[src/rtl/bist_pkg.sv]
// rtl/bist_pkg.sv - shared types and constants for the BIST sequencer
package bist_pkg;

  typedef enum logic [2:0] {
    S_IDLE,
    S_LOAD,
    S_RUN,
    S_DRAIN,
    S_DONE
  } bist_state_e;

  // Feedback taps for x^8+x^6+x^5+x^4+1: bits 7, 5, 4 and 3 of the shifted register
  localparam logic [7:0]  MISR_TAPS    = 8'hB8;
  localparam logic [7:0]  DEFAULT_SEED = 8'hA5;
  localparam logic [15:0] NO_FAIL      = 16'hFFFF;

  function automatic logic [7:0] misr_next(input logic [7:0] sig, input logic [7:0] din);
    return {sig[6:0], ^(sig & MISR_TAPS)} ^ din;
  endfunction

endpackage

[src/rtl/bist_lat_pipe.sv]
// rtl/bist_lat_pipe.sv - valid+tag delay line matching the LFSR->ALU datapath latency
// DEPTH of 0 degenerates to a combinational pass-through.
module bist_lat_pipe #(
  parameter int DEPTH = 1,
  parameter int TAG_W = 16
) (
  input  logic             clk_i,
  input  logic             rstn_i,
  input  logic             flush_i,
  input  logic             valid_i,
  input  logic [TAG_W-1:0] tag_i,
  output logic             valid_o,
  output logic [TAG_W-1:0] tag_o
);

  generate
    if (DEPTH == 0) begin : g_bypass
      wire unused_bypass = &{1'b0, clk_i, rstn_i, flush_i};
      assign valid_o = valid_i;
      assign tag_o   = tag_i;
    end else begin : g_pipe
      logic [DEPTH-1:0] valid_q;
      logic [TAG_W-1:0] tag_q [DEPTH];

      // Only the valid bits are flushed; stale tags are harmless without them.
      always_ff @(posedge clk_i) begin
        if (!rstn_i || flush_i) begin
          valid_q <= '0;
        end else begin
          valid_q[0] <= valid_i;
          for (int i = 1; i < DEPTH; i++) valid_q[i] <= valid_q[i-1];
        end
        tag_q[0] <= tag_i;
        for (int i = 1; i < DEPTH; i++) tag_q[i] <= tag_q[i-1];
      end

      assign valid_o = valid_q[DEPTH-1];
      assign tag_o   = tag_q[DEPTH-1];
    end
  endgenerate

endmodule

[src/rtl/bist_sequencer.sv]
// rtl/bist_sequencer.sv - LFSR/ALU self-test run controller with compare qualification
// Optional MISR signature over ALU outputs when BIST_MISR_EN is defined.
module bist_sequencer
  import bist_pkg::*;
#(
  parameter int         N_PATTERNS = 200,
  parameter int         DUT_LAT    = 1,
  parameter logic [7:0] SEED       = DEFAULT_SEED,
  parameter int         FCNT_W     = 8
) (
  input  logic              clk,
  input  logic              rst,
  input  logic              start,
  input  logic              abort,
  output logic              lfsr_load,
  output logic [7:0]        lfsr_seed,
  output logic              lfsr_step,
  input  logic              cmp_equal,
  input  logic              lfsr_stuck,
`ifdef BIST_MISR_EN
  input  logic [7:0]        alu_out,
  output logic [7:0]        signature,
`endif
  output logic              busy,
  output logic              done,
  output logic              pass,
  output logic              lockup,
  output logic [FCNT_W-1:0] fail_count,
  output logic [15:0]       first_fail
);

  bist_state_e       state_q;
  logic [15:0]       pcnt_q;
  logic [2:0]        dcnt_q;
  logic [FCNT_W-1:0] fcnt_q, fcnt_d;
  logic [15:0]       ffail_q, ffail_d;
  logic              lockup_q, pass_q;
  logic              flush, pipe_valid, qual;
  logic [15:0]       pipe_tag;

  assign lfsr_load  = (state_q == S_LOAD);
  assign lfsr_step  = (state_q == S_RUN);
  assign busy       = (state_q == S_LOAD) || (state_q == S_RUN) || (state_q == S_DRAIN);
  assign done       = (state_q == S_DONE);
  assign lfsr_seed  = SEED;
  assign pass       = pass_q;
  assign lockup     = lockup_q;
  assign fail_count = fcnt_q;
  assign first_fail = ffail_q;

  // Abort or lock-up kills every compare still in flight, including the one arriving now.
  assign flush = (busy && abort) || (lfsr_step && lfsr_stuck);
  assign qual  = pipe_valid && !flush;

  bist_lat_pipe #(.DEPTH(DUT_LAT), .TAG_W(16)) u_pipe (
    .clk_i   (clk),
    .rstn_i  (rst),
    .flush_i (flush),
    .valid_i (lfsr_step),
    .tag_i   (pcnt_q),
    .valid_o (pipe_valid),
    .tag_o   (pipe_tag)
  );

  always_comb begin
    fcnt_d  = fcnt_q;
    ffail_d = ffail_q;
    if (qual && !cmp_equal) begin
      if (fcnt_q != '1) fcnt_d = fcnt_q + FCNT_W'(1);
      if (fcnt_q == '0) ffail_d = pipe_tag;
    end
  end

  always_ff @(posedge clk) begin
    if (!rst) begin
      state_q  <= S_IDLE;
      pcnt_q   <= '0;
      dcnt_q   <= '0;
      fcnt_q   <= '0;
      ffail_q  <= NO_FAIL;
      lockup_q <= 1'b0;
      pass_q   <= 1'b0;
    end else begin
      fcnt_q  <= fcnt_d;
      ffail_q <= ffail_d;
      case (state_q)
        S_IDLE: if (start) begin
          state_q  <= S_LOAD;
          fcnt_q   <= '0;
          ffail_q  <= NO_FAIL;
          lockup_q <= 1'b0;
          pass_q   <= 1'b0;
        end
        S_LOAD: begin
          pcnt_q  <= '0;
          dcnt_q  <= '0;
          state_q <= abort ? S_DONE : S_RUN;
        end
        S_RUN: begin
          // pass is resolved on entry to DONE so it is already valid during the done pulse
          if (abort || lfsr_stuck) begin
            state_q  <= S_DONE;
            lockup_q <= lfsr_stuck;
            pass_q   <= 1'b0;
          end else if (pcnt_q == 16'(N_PATTERNS - 1)) begin
            if (DUT_LAT == 0) begin
              state_q <= S_DONE;
              pass_q  <= (fcnt_d == '0);
            end else begin
              state_q <= S_DRAIN;
            end
          end else begin
            pcnt_q <= pcnt_q + 16'd1;
          end
        end
        S_DRAIN: begin
          if (abort) begin
            state_q <= S_DONE;
            pass_q  <= 1'b0;
          end else if (dcnt_q == 3'(DUT_LAT - 1)) begin
            state_q <= S_DONE;
            pass_q  <= (fcnt_d == '0);
          end else begin
            dcnt_q <= dcnt_q + 3'd1;
          end
        end
        S_DONE:  state_q <= S_IDLE;
        default: state_q <= S_IDLE;
      endcase
    end
  end

`ifdef BIST_MISR_EN
  logic [7:0] sig_q;

  always_ff @(posedge clk) begin
    if (!rst || state_q == S_LOAD) sig_q <= '0;
    else if (qual)                 sig_q <= misr_next(sig_q, alu_out);
  end

  assign signature = sig_q;
`endif

endmodule

[config.mk]
export PLATFORM = sky130hd
export DESIGN_NAME = bist_sequencer
export DESIGN_NICKNAME = d
export VERILOG_FILES = /design/src/rtl/bist_pkg.sv /design/src/rtl/bist_lat_pipe.sv /design/src/rtl/bist_sequencer.sv
export SDC_FILE = /design/constraint.sdc
export NUM_CORES = 1
export LEC_CHECK = 0
export CAP_MARGIN = 40
export CORE_MARGIN = 4
export CORE_UTILIZATION = 40
export CTS_CLUSTER_DIAMETER = 200
export DETAILED_ROUTE_END_ITERATION = 8
export SYNTH_ARGS = -nofsm -noshare
export SYNTH_HDL_FRONTEND = slang
export SYNTH_SLANG_ARGS = --single-unit
export TNS_END_PERCENT = 10
[constraint.sdc]
create_clock -name clk -period 2 [get_ports clk]
set_input_delay 0.4 -clock clk [delete_from_list [all_inputs] [get_ports clk]]
set_output_delay 0.4 -clock clk [all_outputs]
set_load 0.01 [all_outputs]
; ---- After elaboration in Yosys (flattened, before gate mapping)
; Memories as Yosys holds them, arrays and structs flattened.
; Index checks and enable logic that the tools add are counted.
; Widths: inputs -> output; s select.
[word_totals]
register_bits = 49
ram_bits = 16
output_inout_bits = 38
word_cells = 79
memories = 1
[memory_table]
columns = memory, depth, word_bits, read_ports, rd_clocked_by_memory_dff, wr, line_no
row1 = u_pipe.g_pipe.tag_q, 1, 16, 1, 0, 1, bist_lat_pipe.sv:23  ; logic [TAG_W-1:0] tag_q [DEPTH];
[op_classes]
addsub = 3
eq_ne = 14
n_mux = 28
n_reduce_logical = 25
[ops]
columns = cell, count
row1 = $mux 16, 6
row2 = $mux 8, 4
row3 = $pmux 16 s2, 1
row4 = $mux 3, 8
row5 = $add 16x1->16 const B, 1
row6 = $eq 16x8->1 const B, 1
row7 = $logic_not 8->1, 2
row8 = $pmux 3 s4, 1
row9 = $reduce_and 3->1, 4
row10 = $ne 2x2->1 const B, 5
row11 = $add 8x1->8 const B, 1
row12 = $ne 8x8->1 const B, 1
row13 = $eq 3x2->1 const B, 2
row14 = $logic_not 3->1, 2
row15 = $pmux 3 s2, 1
row16 = $reduce_bool 2->1, 3
row17 = $logic_or 1x1->1, 5
row18 = $mux 1, 5
row19 = $logic_and 1x1->1, 4
row20 = $reduce_and 4->1, 1
row21 = $add 3x1->3 const B, 1
row22 = $eq 3x1->1 const B, 1
row23 = $eq 3x3->1 const B, 1
row24 = $logic_not 1->1, 3
row25 = 6 further kinds, 6

; ---- Longest topological paths before layout
[depth]
word_depth = 13
ltp_mapped = 7

; ---- Hierarchy
; A second synthesis with hierarchy kept.
[unflattened]
cells_unflattened = 324
hier_area_um2 = 2791.4
[by_module_without_submodules]
columns = mod, n_inst, cells_each, area_per_inst_um2
row1 = bist_sequencer, 1, 306, 2442.3
row2 = bist_lat_pipe, 1, 18, 349.1

; ---- Worst setup path after synthesis
; Ideal clock, no wire load.
[synth_path]
path_type = reg2reg
startpoint = reg fcnt_q[2] (netlist: fail_count[2])
endpoint = reg ffail_q[10] (netlist: first_fail[10])
setup_ns = 0.129
arrival_ns = 1.732
required_time_ns = 1.871
path_slack_ns = 0.139
stages_incl_launch_ff = 8
n_path_buf = 2
period_less_slack_ns = 1.861
path_cell_list = dfxtp_1 -> clkbuf_1 -> nor4_1 -> nand3_1 -> nor3_4 -> buf_4 -> mux2i_1 -> nand2_1
[synth_between]
elab_chain_len = 5
[synth_rtl]
columns = element, line_no
row1 = from (decl), bist_sequencer.sv:35  ; logic [FCNT_W-1:0] fcnt_q, fcnt_d;
row2 = from (signal assigned), bist_sequencer.sv:84  ; fcnt_q <= fcnt_d;
row3 = $logic_not 8->1 *, bist_sequencer.sv:70  ; if (fcnt_q == '0) ffail_d = pipe_tag;
row4 = $mux 16 *, bist_sequencer.sv:70
row5 = $mux 16 *, bist_sequencer.sv:68  ; if (qual && !cmp_equal) begin
row6 = $mux 16, bist_sequencer.sv:87  ; S_IDLE: if (start) begin
row7 = $mux 16 *, bist_sequencer.sv:86  ; case (state_q)
row8 = to (signal assigned), bist_sequencer.sv:85  ; ffail_q <= ffail_d;
row9 = to (decl), bist_sequencer.sv:36  ; logic [15:0] ffail_q, ffail_d;
; Every way passes the cells marked *; elsewhere a longest branch is shown, timed or not.
; A chain may end at the register's enable or synchronous reset.

; ---- Final worst setup path
[layout_path]
startpoint = in abort
endpoint = reg pass_q (netlist: pass)
[layout_between]
elab_chain_len = 10
[layout_rtl]
columns = element, line_no
row1 = from (decl), bist_sequencer.sv:14  ; input logic abort,
row2 = $logic_and 1x1->1, bist_sequencer.sv:52  ; assign flush = (busy && abort) || (lfsr_step && lfsr_stuck);
row3 = $logic_or 1x1->1, bist_sequencer.sv:52
row4 = $logic_not 1->1, bist_sequencer.sv:53  ; assign qual = pipe_valid && !flush;
row5 = $logic_and 1x1->1, bist_sequencer.sv:53
row6 = $logic_and 1x1->1, bist_sequencer.sv:68
row7 = $mux 8, bist_sequencer.sv:68
row8 = $logic_not 8->1, bist_sequencer.sv:122  ; pass_q <= (fcnt_d == '0);
row9 = $mux 1, bist_sequencer.sv:120  ; end else if (dcnt_q == 3'(DUT_LAT - 1)) begin
row10 = $mux 1, bist_sequencer.sv:117  ; if (abort) begin
row11 = $pmux 1 s3, bist_sequencer.sv:86
row12 = to (signal assigned), bist_sequencer.sv:108  ; pass_q <= (fcnt_d == '0);
row13 = to (signal assigned), bist_sequencer.sv:122
row14 = to (decl), bist_sequencer.sv:37  ; logic lockup_q, pass_q;
; Several ways; a longest one is shown, not always the timed one. The select of a mux whose other input is x is not followed.

==> flow_summary_export.csv <==
group,metric,value,unit
power,power.share.clock,38.7,%
routing,drt_iter0_drcs,108,
global_routing,grt_max_degree,18,
synthesis,synth_seq_area_share,44.7,%
clock_network,post_cts_hold_buffer_count,0,
sta,fmax,528,MHz
clock_network,clock_latency_reported_for_the_late_side_of_the_worst_skew_pair,0.34,ns
place,io_buffer_count,35,
final_layout,fillerInstances,648,
worst_setup_path,ff2ff_setup_slack,0.17,ns
synthesis,syn_inst,321,
power,seq_power_share,46.1,%
worst_setup_path,crit_path_cell_trace,"clkdlybuf4s50_1, buf_4, or4bb_1, or2_2, nand2_1, o311ai_0, o31ai_1",
synthesis,synth-edff-count,0,
worst_setup_path,path_class,"input pin to flop",
die,design.die.area,8710,sq um
die,floorplan.io_pins,44,
sta,post-route-period-util,94.6,%
die,coreArea,6940,sq um
routing,postRouteAntennaNets,0,
global_routing,initial_antenna_violation_count,0,
die,die_width,93.4,um
synthesis,yosys.area_share.simple,25.2,%
clock_network,cts_tree,"built",
worst_setup_path,ff2ff_path_depth,6,
power,total_power,2.91,mW
power,power.leakage,1.53,nW
power,total_switching_power,0.794,mW
power,power.switching_fraction,27.2,%
synthesis,synth_area_in_xor_xnor,2.40,%
final_layout,nets,418,
synthesis,synth.cell_area,2910,sq um
final_layout,antenna_cells,0,
sta,final.setup_skew,0.00772,ns
clock_network,cts.path.max_buffers,2,
clock_network,cts_made_buffers,9,
final_layout,area_delta_synth_final,34.8,%
worst_setup_path,worst_path_largest_cell_delay,0.50,ns
synthesis,number_of_distinct_standard_cells_referenced_by_the_synthesized_netlist,58,
synthesis,most_used_flip_flop_cell_after_synthesis,"dfxtp_1",
synthesis,synth_compound_gate_area_share,13.3,%
worst_setup_path,crit-reg2reg-capture,"pass$_SDFFE_PN0P_",
min_path,min_to,"u_pipe.g_pipe.tag_q[0][15]$_DFF_P_",
synthesis,fraction_of_synthesis_flops_using_an_asynchronous_set_or_reset_pin,0,%
worst_setup_path,crit-reg2reg-launch,"fail_count[1]$_SDFF_PN0_",
sta,rsz_0062_raised_after_global_routing,"no",
synthesis,syn-mean-instance-area,9.08,sq um
clock_network,h-tree-depth,3,
synthesis,ys_warnings,0,
worst_setup_path,critical_path.slowest_cell,"or4bb_1",
routing,route.detailed.drc,0,
synthesis,synth_top_area_cell,"dfxtp_1",
min_path,hp-class,"flop to flop",
synthesis,yosys_register_bits,65,
place,placedCellCount,491,
routing,dr_total_vias,2506,
routing,route.detailed.vias_per_inst,4.93,
synthesis,synth_adder_area_share,2.15,%
worst_setup_path,required,2.25,ns
final_layout,instances_no_fill,508,
synthesis,synth_top_cell_area_share,44.7,%
worst_setup_path,critPathArrivalTime,2.15,ns
sta,setup-violations-final,0,
final_layout,layout-drive-gt1-share,21.6,%
synthesis,synth_mux_area_share,6.18,%
status,status,"finished, final reports clean",
sta,final_period_minus_worst_setup_slack,1.89,ns
routing,postRouteWirelength,6.55,mm
die,initial_utilization,42.0,%
power,internal_power,2.12,mW
die,standard_cell_row_count,30,
synthesis,synth_top_cells_by_area,"dfxtp_1, mux2i_1, nand2_1, a21oi_1, nor2_1",
global_routing,grt_usage,15.8,%
power,power.ir.vdd_worst,0.395,mV
sta,fin_tns_setup,0,ns
clock_network,clock_tree.root_cell,"clkbuf_8",
min_path,hold_path_depth,0,
min_path,timing.hold.worst.start,"pcnt_q[15]$_SDFFE_PN0P_",
place,finalWeightedCongestion,0.884,
worst_setup_path,setup.worst_path.end_class,"flop",
worst_setup_path,critical_path.startpoint_type,"input pin",
global_routing,first_global_vias,2362,
global_routing,global_route_total_overflow,0,
die,die_y,93.4,um
sta,slew_viol_final,0,
final_layout,layout.core_utilization,56.6,%
routing,firstDrtPassIters,4,
worst_setup_path,worst-path-max-fanout,7,
power,cellPowerDensity,742,nW/um^2
sta,hold_viol,0,
synthesis,synth_top_family_by_area,"simple AND/OR/NAND/NOR gates",
place,detailedPlacementHpwl,4.88,mm
clock_network,path_clk_slew,0.08,ns
clock_network,tritoncts_num_sinks,65,
global_routing,first_pass_grt_wire_length,11.0,mm
power,p_comb_share,15.2,%
routing,drt-wirelength-per-cell,12.9,um
run,max_cap_viol_count,0,
## power groups by stage
| stage | Clock, mW | Sequential (mW) | Combinational (mW) |
|---|---|---|---|
| 6_report | 1.13 | 1.34 | 0.444 |
| 4_1_cts | 1.16 | 1.34 | 0.440 |
| 3_5_place_dp | 0 | 1.37 | 0.440 |
| 3_3_place_gp | 0 | 1.37 | 0.440 |
| 2_1_floorplan | 0 | 1.36 | 0.246 |
| 5_1_grt | 1.22 | 1.35 | 0.487 |
## synth_stat cells (all sizes together), types with 6 or more instances
library cell and instances:
and2 6, a21oi 20, nor2 24, clkbuf 10, o21ai 9, or4 7, nand2 34, nand3 11
buf 12, mux2i 18, nand4 10, dfxtp 65, inv 9, o31ai 10
## stage by stage
step / instance area, sq um / hold WS, ns / worst slack [ns]
global placement: 3700 / 0.391 / -0.229
CTS: 3920 / 0.399 / 0.0134
finish: 3930 / 0.402 / 0.107
floorplan: 2940 / 0.363 / 0.139
global route: 3930 / 0.429 / 0.0150
detailed placement: 3700 / 0.389 / -0.275
## layer usage
| metal | track usage [%] | wire length (um) | up-vias |
|---|---|---|---|
| met2 | 24.2 | 2850 | 45 |
| met1 | 21.5 | 3340 | 1143 |
| met3 | 4.34 | 299 | 6 |
| met5 | 0 | 0 | - |
| li1 | - | - | 1312 |
| met4 | 5.13 | 61 | 0 |
## cell usage in the layout, fill, tap and decap left out, types with 5 or more instances in the layout
cell	instances
dfxtp_1	62
and3_1	5
or4_1	7
buf_4	55
a21oi_1	19
nor2_1	23
o21ai_0	9
clkdlybuf4s50_1	31
nand3_1	11
inv_1	9
nor4_1	5
nand4_1	9
nand2_1	34
o31ai_1	10
mux2i_1	18
conb_1	8
and2_1	5
clkbuf_8	9
## registers in the layout (all words and copies together) (netlist names)
name                 flops
u_pipe.valid_o           1
lockup                   1
pcnt_q                  16
fail_count               8
first_fail              16
u_pipe.g_pipe.tag_q     16
pass                     1
dcnt_q                   3
state_q                  3
## worst max-delay path by stage
stage | from | end | cells past startpoint
after detailed placement | abort | pcnt_q[12]$_SDFFE_PN0P_ | 6
after global placement | abort | pcnt_q[4]$_SDFFE_PN0P_ | 6
final | abort | pass$_SDFFE_PN0P_ | 7
after floorplan | fail_count[2]$_SDFF_PN0_ | first_fail[10]$_SDFF_PN1_ | 7
after CTS | pcnt_q[5]$_SDFFE_PN0P_ | pcnt_q[6]$_SDFFE_PN0P_ | 6
after global routing | fail_count[1]$_SDFF_PN0_ | pass$_SDFFE_PN0P_ | 6
## cell type report
type | instances | area [sq um] | area share (%)
inverters | 10 | 37.5 | 0.956
multi-input cells | 230 | 1480 | 37.7
flip-flops and latches | 65 | 1310 | 33.3
well taps | 96 | 120 | 3.06
clock buffers | 9 | 124 | 3.15
repair buffers | 91 | 778 | 19.8
clock inverters | 7 | 78.8 | 2.01
## kinds of logic after synthesis
| kind of cell | count (synthesis) |
|---|---|
| AO/OA/AOI/OAI | 59 |
| flip-flops | 65 |
| buffers and inverters | 32 |
| AND/OR/NAND/NOR | 132 |
| other | 2 |
| multiplexers | 18 |
| adder cells (fa/ha/maj) | 5 |
| XOR/XNOR | 8 |
## repair_timing
item                       4_1_cts  5_1_grt
buffers inserted                 1        0
setup endpoints to repair        4       11
gates resized for setup          9        4
cloned                           0        0
## worst max-delay path: cells and delay by family
family | cells | cell delay (ns)
buffers and inverters | 2 | 0.61
AND/OR/NAND/NOR | 3 | 0.90
AO/OA/AOI/OAI | 2 | 0.24
(Power assumes the default switching activity.)
